==> src/rtl/shift_arb_seq_pkg.sv <==
// rtl/shift_arb_seq_pkg.sv - shared op/state encodings and counter sizing for shift_arb_seq
package shift_arb_seq_pkg;

    typedef enum logic [1:0] {
        OP_SRA  = 2'b00,
        OP_SRL  = 2'b01,
        OP_SLL  = 2'b10,
        OP_PASS = 2'b11
    } op_e;

    typedef enum logic [1:0] {
        ST_IDLE  = 2'd0,
        ST_SHIFT = 2'd1,
        ST_DONE  = 2'd2
    } state_e;

    // Counter must hold the value N itself, hence one bit beyond log2(N).
    function automatic int cnt_width(input int n);
        return $clog2(n) + 1;
    endfunction

endpackage

==> src/rtl/shift_arb_seq_shift_step.sv <==
// rtl/shift_arb_seq_shift_step.sv - combinational one-bit shift selected by op
module shift_step
    import shift_arb_seq_pkg::*;
#(
    parameter int N = 8
) (
    input  logic [N-1:0] a,
    input  logic [1:0]   op,
    output logic [N-1:0] y
);

    always_comb begin
        y = a;
        case (op_e'(op))
            OP_SRA:  y = {a[N-1], a[N-1:1]};
            OP_SRL:  y = {1'b0, a[N-1:1]};
            OP_SLL:  y = {a[N-2:0], 1'b0};
            OP_PASS: y = a;
            default: y = a;
        endcase
    end

endmodule

==> src/rtl/shift_arb_seq.sv <==
// rtl/shift_arb_seq.sv - two-requester round-robin arbiter feeding a bit-serial shifter
module shift_arb_seq
    import shift_arb_seq_pkg::*;
#(
    parameter int N = 8
) (
    input  logic         clk,
    input  logic         rst_n,
    input  logic         req0_valid,
    output logic         req0_ready,
    input  logic [N-1:0] req0_a,
    input  logic [N-1:0] req0_b,
    input  logic [1:0]   req0_op,
    input  logic         req1_valid,
    output logic         req1_ready,
    input  logic [N-1:0] req1_a,
    input  logic [N-1:0] req1_b,
    input  logic [1:0]   req1_op,
    output logic         rsp_valid,
    input  logic         rsp_ready,
    output logic [N-1:0] rsp_out,
    output logic         rsp_id
);

    localparam int CW = cnt_width(N);
    localparam logic [N-1:0]  B_SAT   = N'(N);
    localparam logic [CW-1:0] CNT_SAT = CW'(N);

    state_e        state_q, state_d;
    logic          ptr_q;
    logic [N-1:0]  acc_q;
    op_e           op_q;
    logic          id_q;
    logic [CW-1:0] cnt_q;

    logic          grant0, grant1, accept, sel_id;
    logic [N-1:0]  sel_a, sel_b;
    op_e           sel_op;
    logic [CW-1:0] sel_cnt;
    logic [N-1:0]  step_out;

    // Pointed requester has priority; the other wins only when the pointed one is idle.
    always_comb begin
        grant0     = req0_valid && (!ptr_q || !req1_valid);
        grant1     = req1_valid && ( ptr_q || !req0_valid);
        req0_ready = rst_n && (state_q == ST_IDLE) && grant0;
        req1_ready = rst_n && (state_q == ST_IDLE) && grant1;
        accept     = req0_ready || req1_ready;
        sel_id     = req1_ready;
    end

    always_comb begin
        sel_a   = sel_id ? req1_a : req0_a;
        sel_b   = sel_id ? req1_b : req0_b;
        sel_op  = op_e'(sel_id ? req1_op : req0_op);
        sel_cnt = '0;
        // Clamping at N makes large amounts saturate naturally through the shifter.
        if (sel_op == OP_PASS) begin
            sel_cnt = '0;
        end else if (sel_b >= B_SAT) begin
            sel_cnt = CNT_SAT;
        end else begin
            sel_cnt = sel_b[CW-1:0];
        end
    end

    shift_step #(.N(N)) u_shift_step (
        .a  (acc_q),
        .op (op_q),
        .y  (step_out)
    );

    always_comb begin
        state_d = state_q;
        case (state_q)
            ST_IDLE: begin
                if (accept) begin
                    state_d = (sel_cnt == '0) ? ST_DONE : ST_SHIFT;
                end
            end
            ST_SHIFT: begin
                if (cnt_q <= CW'(1)) begin
                    state_d = ST_DONE;
                end
            end
            ST_DONE: begin
                if (rsp_ready) begin
                    state_d = ST_IDLE;
                end
            end
            default: state_d = ST_IDLE;
        endcase
    end

    always_ff @(posedge clk or negedge rst_n) begin
        if (!rst_n) begin
            state_q <= ST_IDLE;
            ptr_q   <= 1'b0;
            acc_q   <= '0;
            op_q    <= OP_SRA;
            id_q    <= 1'b0;
            cnt_q   <= '0;
        end else begin
            state_q <= state_d;
            case (state_q)
                ST_IDLE: begin
                    if (accept) begin
                        acc_q <= sel_a;
                        op_q  <= sel_op;
                        id_q  <= sel_id;
                        cnt_q <= sel_cnt;
                        ptr_q <= ~sel_id;
                    end
                end
                ST_SHIFT: begin
                    acc_q <= step_out;
                    cnt_q <= cnt_q - CW'(1);
                end
                default: ;
            endcase
        end
    end

    assign rsp_valid = (state_q == ST_DONE);
    assign rsp_out   = acc_q;
    assign rsp_id    = id_q;

endmodule

==> config.mk <==
export PLATFORM = sky130hd
export DESIGN_NAME = shift_arb_seq
export DESIGN_NICKNAME = d
export VERILOG_FILES = /design/src/rtl/shift_arb_seq_pkg.sv /design/src/rtl/shift_arb_seq_shift_step.sv /design/src/rtl/shift_arb_seq.sv
export SDC_FILE = /design/constraint.sdc
export NUM_CORES = 1
export LEC_CHECK = 0
export CELL_PAD_IN_SITES_DETAIL_PLACEMENT = 0
export CELL_PAD_IN_SITES_GLOBAL_PLACEMENT = 1
export CORE_MARGIN = 2
export CORE_UTILIZATION = 31
export DETAILED_ROUTE_END_ITERATION = 8
export GPL_TIMING_DRIVEN = 1
export PLACE_DENSITY_LB_ADDON = 0.2
export SLEW_MARGIN = 10
export SYNTH_ARGS = -nofsm -noshare
export SYNTH_HDL_FRONTEND = slang
export SYNTH_SLANG_ARGS = --single-unit
==> constraint.sdc <==
create_clock -name clk -period 2.15 [get_ports clk]
set_clock_uncertainty 0.05 [all_clocks]
set_input_delay 0.3225 -clock clk [delete_from_list [all_inputs] [get_ports clk]]
set_output_delay 0.3225 -clock clk [all_outputs]
set_load 0.005 [all_outputs]
* After elaboration in Yosys (flattened, before gate mapping)
Cells that the tools add are included.
** Cells by class
- $add $sub $neg :: 1
- Magnitude comparators :: 2
- Equality and inequality tests :: 11
- Muxes and demuxes :: 15
- Bitwise logic cells :: 1
- Reductions and logical operators :: 20
** Operators by type and width (count)
- $mux W8 :: 3
- $pmux W8 S3 :: 1
- $pmux W8 S2 :: 1
- $mux W4 :: 3
- $mux W2 :: 5
- $eq A2 B2 Y1 const B :: 4
- $ge A8 B4 Y1 const B :: 1
- $ne A2 B2 Y1 const B :: 4
- $pmux W4 S2 :: 1
- $pmux W2 S3 :: 1
- $reduce_and A3 Y1 :: 2
- $logic_and A1 B1 Y1 :: 5
- $eq A2 B1 Y1 const B :: 2
- $le A4 B1 Y1 const B :: 1
- $logic_not A2 Y1 :: 2
- $logic_not A4 Y1 :: 1
- $reduce_and A2 Y1 :: 2
- $reduce_and A4 Y1 :: 1
- $sub A4 B1 Y4 const B :: 1
- $logic_not A1 Y1 :: 3
- $logic_or A1 B1 Y1 :: 3
- $ne A2 B1 Y1 const B :: 1
- $reduce_bool A2 Y1 :: 1
- $not A1 Y1 :: 1
** Storage, ports and cells
- Flip-flop bits (word level) :: 18
- Bits of input ports :: 41
- Output and inout port bits :: 12
- Logic and storage cells :: 57

* Longest topological paths before layout
Gate-level depths: netlist (run 1).
- Depth in word-level cells :: 12
- Mapped depth :: 6
- Depth with buffers taken out :: 6

* Modules after synthesis
A second synthesis (run 1) with hierarchy kept.
** Unflattened totals
- Cells, all modules :: 143
- Area, all modules :: 1283.7 um2
** Modules (own cells, without submodules)
- shift_arb_seq :: instances 1, cells each 116, area an instance 1107.3 um2
- shift_step :: instances 1, cells each 27, area an instance 176.4 um2

* Worst setup path after synthesis (run 1)
OpenSTA, ideal clock, no wires.
- Path kind :: input -> register
- Start :: input req1_b[7]
- End :: register cnt_q[3]
- Arrival time :: 1478 ps
- Data required time :: 1961 ps
- Path slack :: 483 ps
- Stages on the path :: 4
- Path buffers :: 0
- Path through :: or4_4 > nor2_2 > nor2b_1 > or4_1
** Between the ends
- Word-level cells in the longest chain between the ends :: 6
** RTL lines
- from (decl) :: RTL line shift_arb_seq.sv:17 : input logic [N-1:0] req1_b,
- $mux W8 :: RTL line shift_arb_seq.sv:54 : sel_b = sel_id ? req1_b : req0_b;
- $ge A8 B4 Y1 :: RTL line shift_arb_seq.sv:60 : end else if (sel_b >= B_SAT) begin
- $mux W4 :: RTL line shift_arb_seq.sv:60
- $mux W4 :: RTL line shift_arb_seq.sv:58 : if (sel_op == OP_PASS) begin
- $mux W4 :: RTL line shift_arb_seq.sv:107 : if (accept) begin
- $pmux W4 S2 :: RTL line shift_arb_seq.sv:105 : case (state_q)
- to (signal assigned) :: RTL line shift_arb_seq.sv:111 : cnt_q <= sel_cnt;
- to (signal assigned) :: RTL line shift_arb_seq.sv:117 : cnt_q <= cnt_q - CW'(1);
- to (decl) :: RTL line shift_arb_seq.sv:34 : logic [CW-1:0] cnt_q;
Every way passes these cells. The select of a mux whose other input is x is not followed.
A chain may end at the register's enable or synchronous reset.

* Worst setup path in the final report (run 1)
- Start :: input req1_valid
- End :: output req0_ready
** Between the ends
- Word-level cells in the longest chain between the ends :: 4
** RTL lines
- from (decl) :: RTL line shift_arb_seq.sv:14 : input logic req1_valid,
- $logic_not A1 Y1 :: RTL line shift_arb_seq.sv:44 : grant0 = req0_valid && (!ptr_q || !req1_valid);
- $logic_or A1 B1 Y1 :: RTL line shift_arb_seq.sv:44
- $logic_and A1 B1 Y1 :: RTL line shift_arb_seq.sv:44
- $logic_and A1 B1 Y1 :: RTL line shift_arb_seq.sv:46 : req0_ready = rst_n && (state_q == ST_IDLE) && grant0;
- to (decl) :: RTL line shift_arb_seq.sv:10 : output logic req0_ready,
Every way passes these cells.

==> results summary, run 1 <==
The layout overhead on the synthesized area is 58.5%. Measured in cells, the most critical reg-to-reg path has a length of 4. The post-route fraction of the period consumed by the critical path came out at 94.4%. The footprint of the multi-input gates is just over 800 um^2.

The floorplan die area is between 4000 and 5000 um^2. The area share of the leading cell type in the synthesized netlist came out at 34.6%. After detailed routing, the number of vias per cell comes to between 5 and 6. The count of buffer and inverter cells on the critical path is 2. The number of search-and-repair iterations in the first detailed-routing pass came out at 4. The setup TNS is 0 ns.

The fill cell instance count of the final layout came out at 377. The flow ran to the end, and the final reports show no timing, DRC or antenna violations. The worst setup path is captured at an output pin. The total clock buffers created by CTS is 3.

The smallest setup slack after layout is 0.121 ns. The largest net degree at the start of global routing is 20. Routability-driven placement finished with a final weighted congestion of 0.803. The via count of the first global-routing pass is ~1500. The required arrival time at the worst endpoint came out at 1.78 ns.

The global-route wire length before repair came out at 6700 um. The number of violations of the max-capacitance limit is 0. The antenna cell count is 0.

After legalization and detailed placement, the total HPWL measured 3320 um. The worst setup slack before clock tree synthesis is -0.0294 ns. TritonCTS built the clock tree. In this run the remaining antenna-violating nets after routing total 0. The power per standard cell area came out at 1110 nW/um^2. The tightest slew margin relative to the limit is 73.8%. The number of buffers on the longest clock path came out at 2. The netlist area before placement is between 1000 and 1500 um^2. The maximum level of the CTS H-tree came out at 1. The adder-cell share of the synthesized area came out at 5.77%. The largest delay contributor family on the critical path is buffers and inverters.

The tightest hold margin came out at roughly 0.11 ns. The routed layout has 1462 vias. In this design, the critical path's most frequently occurring cell is sky130_fd_sc_hd__clkdlybuf4s50_1.

The global-route total usage across every layer came out at 19.0%. The synthesized netlist devotes 24.4% of its cell area to compound gates. The fraction of synthesized cell area in xor and xnor cells came out at 0.673%. The average size of a mapped cell came out at 8.85 um^2. The path type of the worst min-delay path is input pin to async pin.

The tree built by TritonCTS fans out to 18 sinks. By area the synthesized netlist is led by sky130_fd_sc_hd__dfrtp_1 35%, sky130_fd_sc_hd__a221oi_1 7.4%, sky130_fd_sc_hd__mux2i_1 6.2%. The hold violation count in the final report came out at 0. The critical path goes through clkdlybuf4s50_1 > nand2_1 > and3_1 > clkdlybuf4s50_1. The area of placed instances is 2010 um^2. The largest area contributor in the synthesized netlist is sky130_fd_sc_hd__dfrtp_1. The share of synthesized area occupied by flip-flops and latches is 34.6%. The total of flip-flops plus latches after synthesis came out at 18. The total wire length came out at 4150 um.

The critical path class is input pin to output pin. Summing the areas of all and, or, nand and nor instances in the mapped netlist gives 23.8% of the synthesized area. The total number of placement rows came out at 23.

The worst flop-to-flop path endpoint is cnt_q[3]$_DFFE_PN0P_. Among all stages on the critical path, the largest delay is contributed by sky130_fd_sc_hd__clkdlybuf4s50_1. The wire length per cell after detailed routing came out at about 16 um.

The area of all sequential standard cells came out at 450 um^2. The worst path arrival time came out at 1.66 ns. The total congestion overflow after global routing came out at 0. The origin of the critical flop-to-flop path is state_q[1]$_DFFE_PN0P_.

The net count of the mapped netlist is 194. The design area came out at between 2000 and 2500 um^2. The initial antenna violation count is 0.

The root buffer cell chosen for the clock tree is sky130_fd_sc_hd__clkbuf_8. After floorplanning, the core was sized to cover 4030 um^2. The worst-path maximum fanout is 7. The count of pins over their slew limit came out at 0. The delay of the slowest cell on the worst path is ~0.6 ns. For this design the top-level I/O count stands at 53. The leakage power of the design came out at 0.902 nW. The clock period minus worst slack is just over 2 ns.

The instance count of the mapped netlist came out at 147. The die extent in y is 68.8 um. After the last flow step, the layout net total stands at around 270. The DRC marker count from the first detailed-route iteration came out at 85. The proportion of layout cells with a drive suffix above 1 is 13.8%. For this run, asynchronously set or reset flops after synthesis account for 100%.

For this run, the leading register cell type out of synthesis is sky130_fd_sc_hd__dfrtp_1. The flop-to-flop setup slack came out at ~0.38 ns. Setup repair after global routing left no endpoint under its margin. The clock reaches the later pin of the worst-skew pair after 0.26 ns. STA classifies the critical path startpoint as an input pin. At the pin with the least slew margin, the transition time is 0.391 ns.

The worst-case vdd ir drop came out at about 0.35 mV. The maximum clock frequency is 493 MHz. The number of endpoints failing setup at the final stage came out at 0. The number of design rule violations left after detail routing is 0. For this run, the number of Yosys warnings is 0. The number of synthesized flops with an enable pin came out at 0. The post-route total power is roughly 2.3 mW.

The starting utilization of the core area came out at 32.3%. The register clock-pin slew on the reported worst setup and hold paths came out at about 0.07 ns. The mux share of post-synthesis cell area is 7.02%.

The count of port buffers added during placement is 52. The horizontal die dimension is between 60 and 70 um. The distinct cell type count of the synthesized netlist is 43. The combinational family with the most area after synthesis is compound AO/OA/AOI/OAI gates.
-- final cells by class --
| type | count | share of cell area, % |
|---|---|---|
| Multi-Input combinational cell | 117 | 39.2 |
| Timing Repair Buffer | 73 | 32.8 |
| Sequential cell | 18 | 21.8 |
| Tap cell | 50 | 3.03 |
| Clock buffer | 3 | 2.00 |
| Inverter | 6 | 1.09 |
-- layout by cell type (no fill, tap or decap), drive strengths merged, types with 2 or more instances in the layout --
cell type / synthesis / routed
a211oi: 3 / 3
a21oi: 9 / 9
a221oi: 11 / 11
a32oi: 2 / 2
and2: 2 / 2
and4: 2 / 2
buf: 4 / 21
clkbuf: 2 / 3
clkdlybuf4s50: 0 / 51
dfrtp: 18 / 18
ha: 6 / 6
inv: 5 / 5
mux2i: 8 / 8
nand2: 10 / 10
nand2b: 4 / 4
nand3: 10 / 10
nor2: 11 / 11
nor2b: 3 / 3
nor3: 2 / 2
o21a: 2 / 2
o21ai: 8 / 8
or3: 5 / 5
or4: 3 / 3
-- logic make-up (layout without fill, tap and decap cells) --
group           count (synthesis)  after routing
simple gates                   56             56
compound gates                 45             45
flops                          18             18
buf+inv                        12             82
mux                             9              9
fa+ha+maj                       6              6
xor+xnor                        1              1
-- synth_stat cells (3+ instances only) --
master	n
sky130_fd_sc_hd__dfrtp_1	18
sky130_fd_sc_hd__a221oi_1	11
sky130_fd_sc_hd__nand2_1	10
sky130_fd_sc_hd__nand3_1	10
sky130_fd_sc_hd__nor2_1	10
sky130_fd_sc_hd__a21oi_1	9
sky130_fd_sc_hd__mux2i_1	8
sky130_fd_sc_hd__o21ai_0	7
sky130_fd_sc_hd__ha_1	6
sky130_fd_sc_hd__inv_1	5
sky130_fd_sc_hd__or3_1	5
sky130_fd_sc_hd__nand2b_1	4
sky130_fd_sc_hd__a211oi_1	3
sky130_fd_sc_hd__buf_2	3
sky130_fd_sc_hd__nor2b_1	3
-- worst max path at each step --
stage	cells after the start	to	from	slack (ns)
2_1_floorplan	4	cnt_q[3]$_DFFE_PN0P_	req1_b[7]	0.48
3_3_place_gp	5	req1_ready	rst_n	-0.04
3_5_place_dp	5	req1_ready	rst_n	-0.03
4_1_cts	5	req1_ready	req0_valid	0.07
5_1_grt	4	req1_ready	req1_valid	0.03
6_report	4	req0_ready	req1_valid	0.12
-- state kept, by name (all words and copies together) (netlist names) --
| register | flops |
|---|---|
| cnt_q | 4 |
| op_q | 2 |
| ptr_q | 1 |
| rsp_id | 1 |
| rsp_out | 8 |
| state_q | 2 |
-- layer usage --
metal,GRT usage [%],share of wire (%),vias up,wire length [um]
met5,0,0,-,0
met4,4.41,0.63,0,26
met3,2.44,5.7,2,237
met2,30.6,47,57,1960
met1,27.0,46,698,1930
li1,-,-,705,-
-- power by group --
part / switching [mW] / total [mW] / internal, mW
clock: 0.117 / 0.242 / 0.125
combinational: 0.679 / 1.38 / 0.706
sequential: 0.155 / 0.658 / 0.503
-- per-stage QoR --
stage               utilization, %  std cells
detailed placement            49.8        263
CTS                           51.0        266
global placement              49.8        263
floorplan                        -        147
global route                  51.2        267
finish                        51.2        267
-- repair_timing --
| action | CTS | global route |
|---|---|---|
| buffers inserted | 0 | 1 |
| resized for setup | 2 | 0 |
| pin swaps | 0 | 0 |
| hold buffers | 0 | 0 |
| setup endpoints to repair | 2 | 1 |
Power figures use the tool's default switching activity.
==> inputs of run 2 (changes only) <==
Settings changed: CTS_CLUSTER_SIZE set to 25.
==> results of run 2 <==
No change in the layout: final DEF, timing and power equal those of run 1.
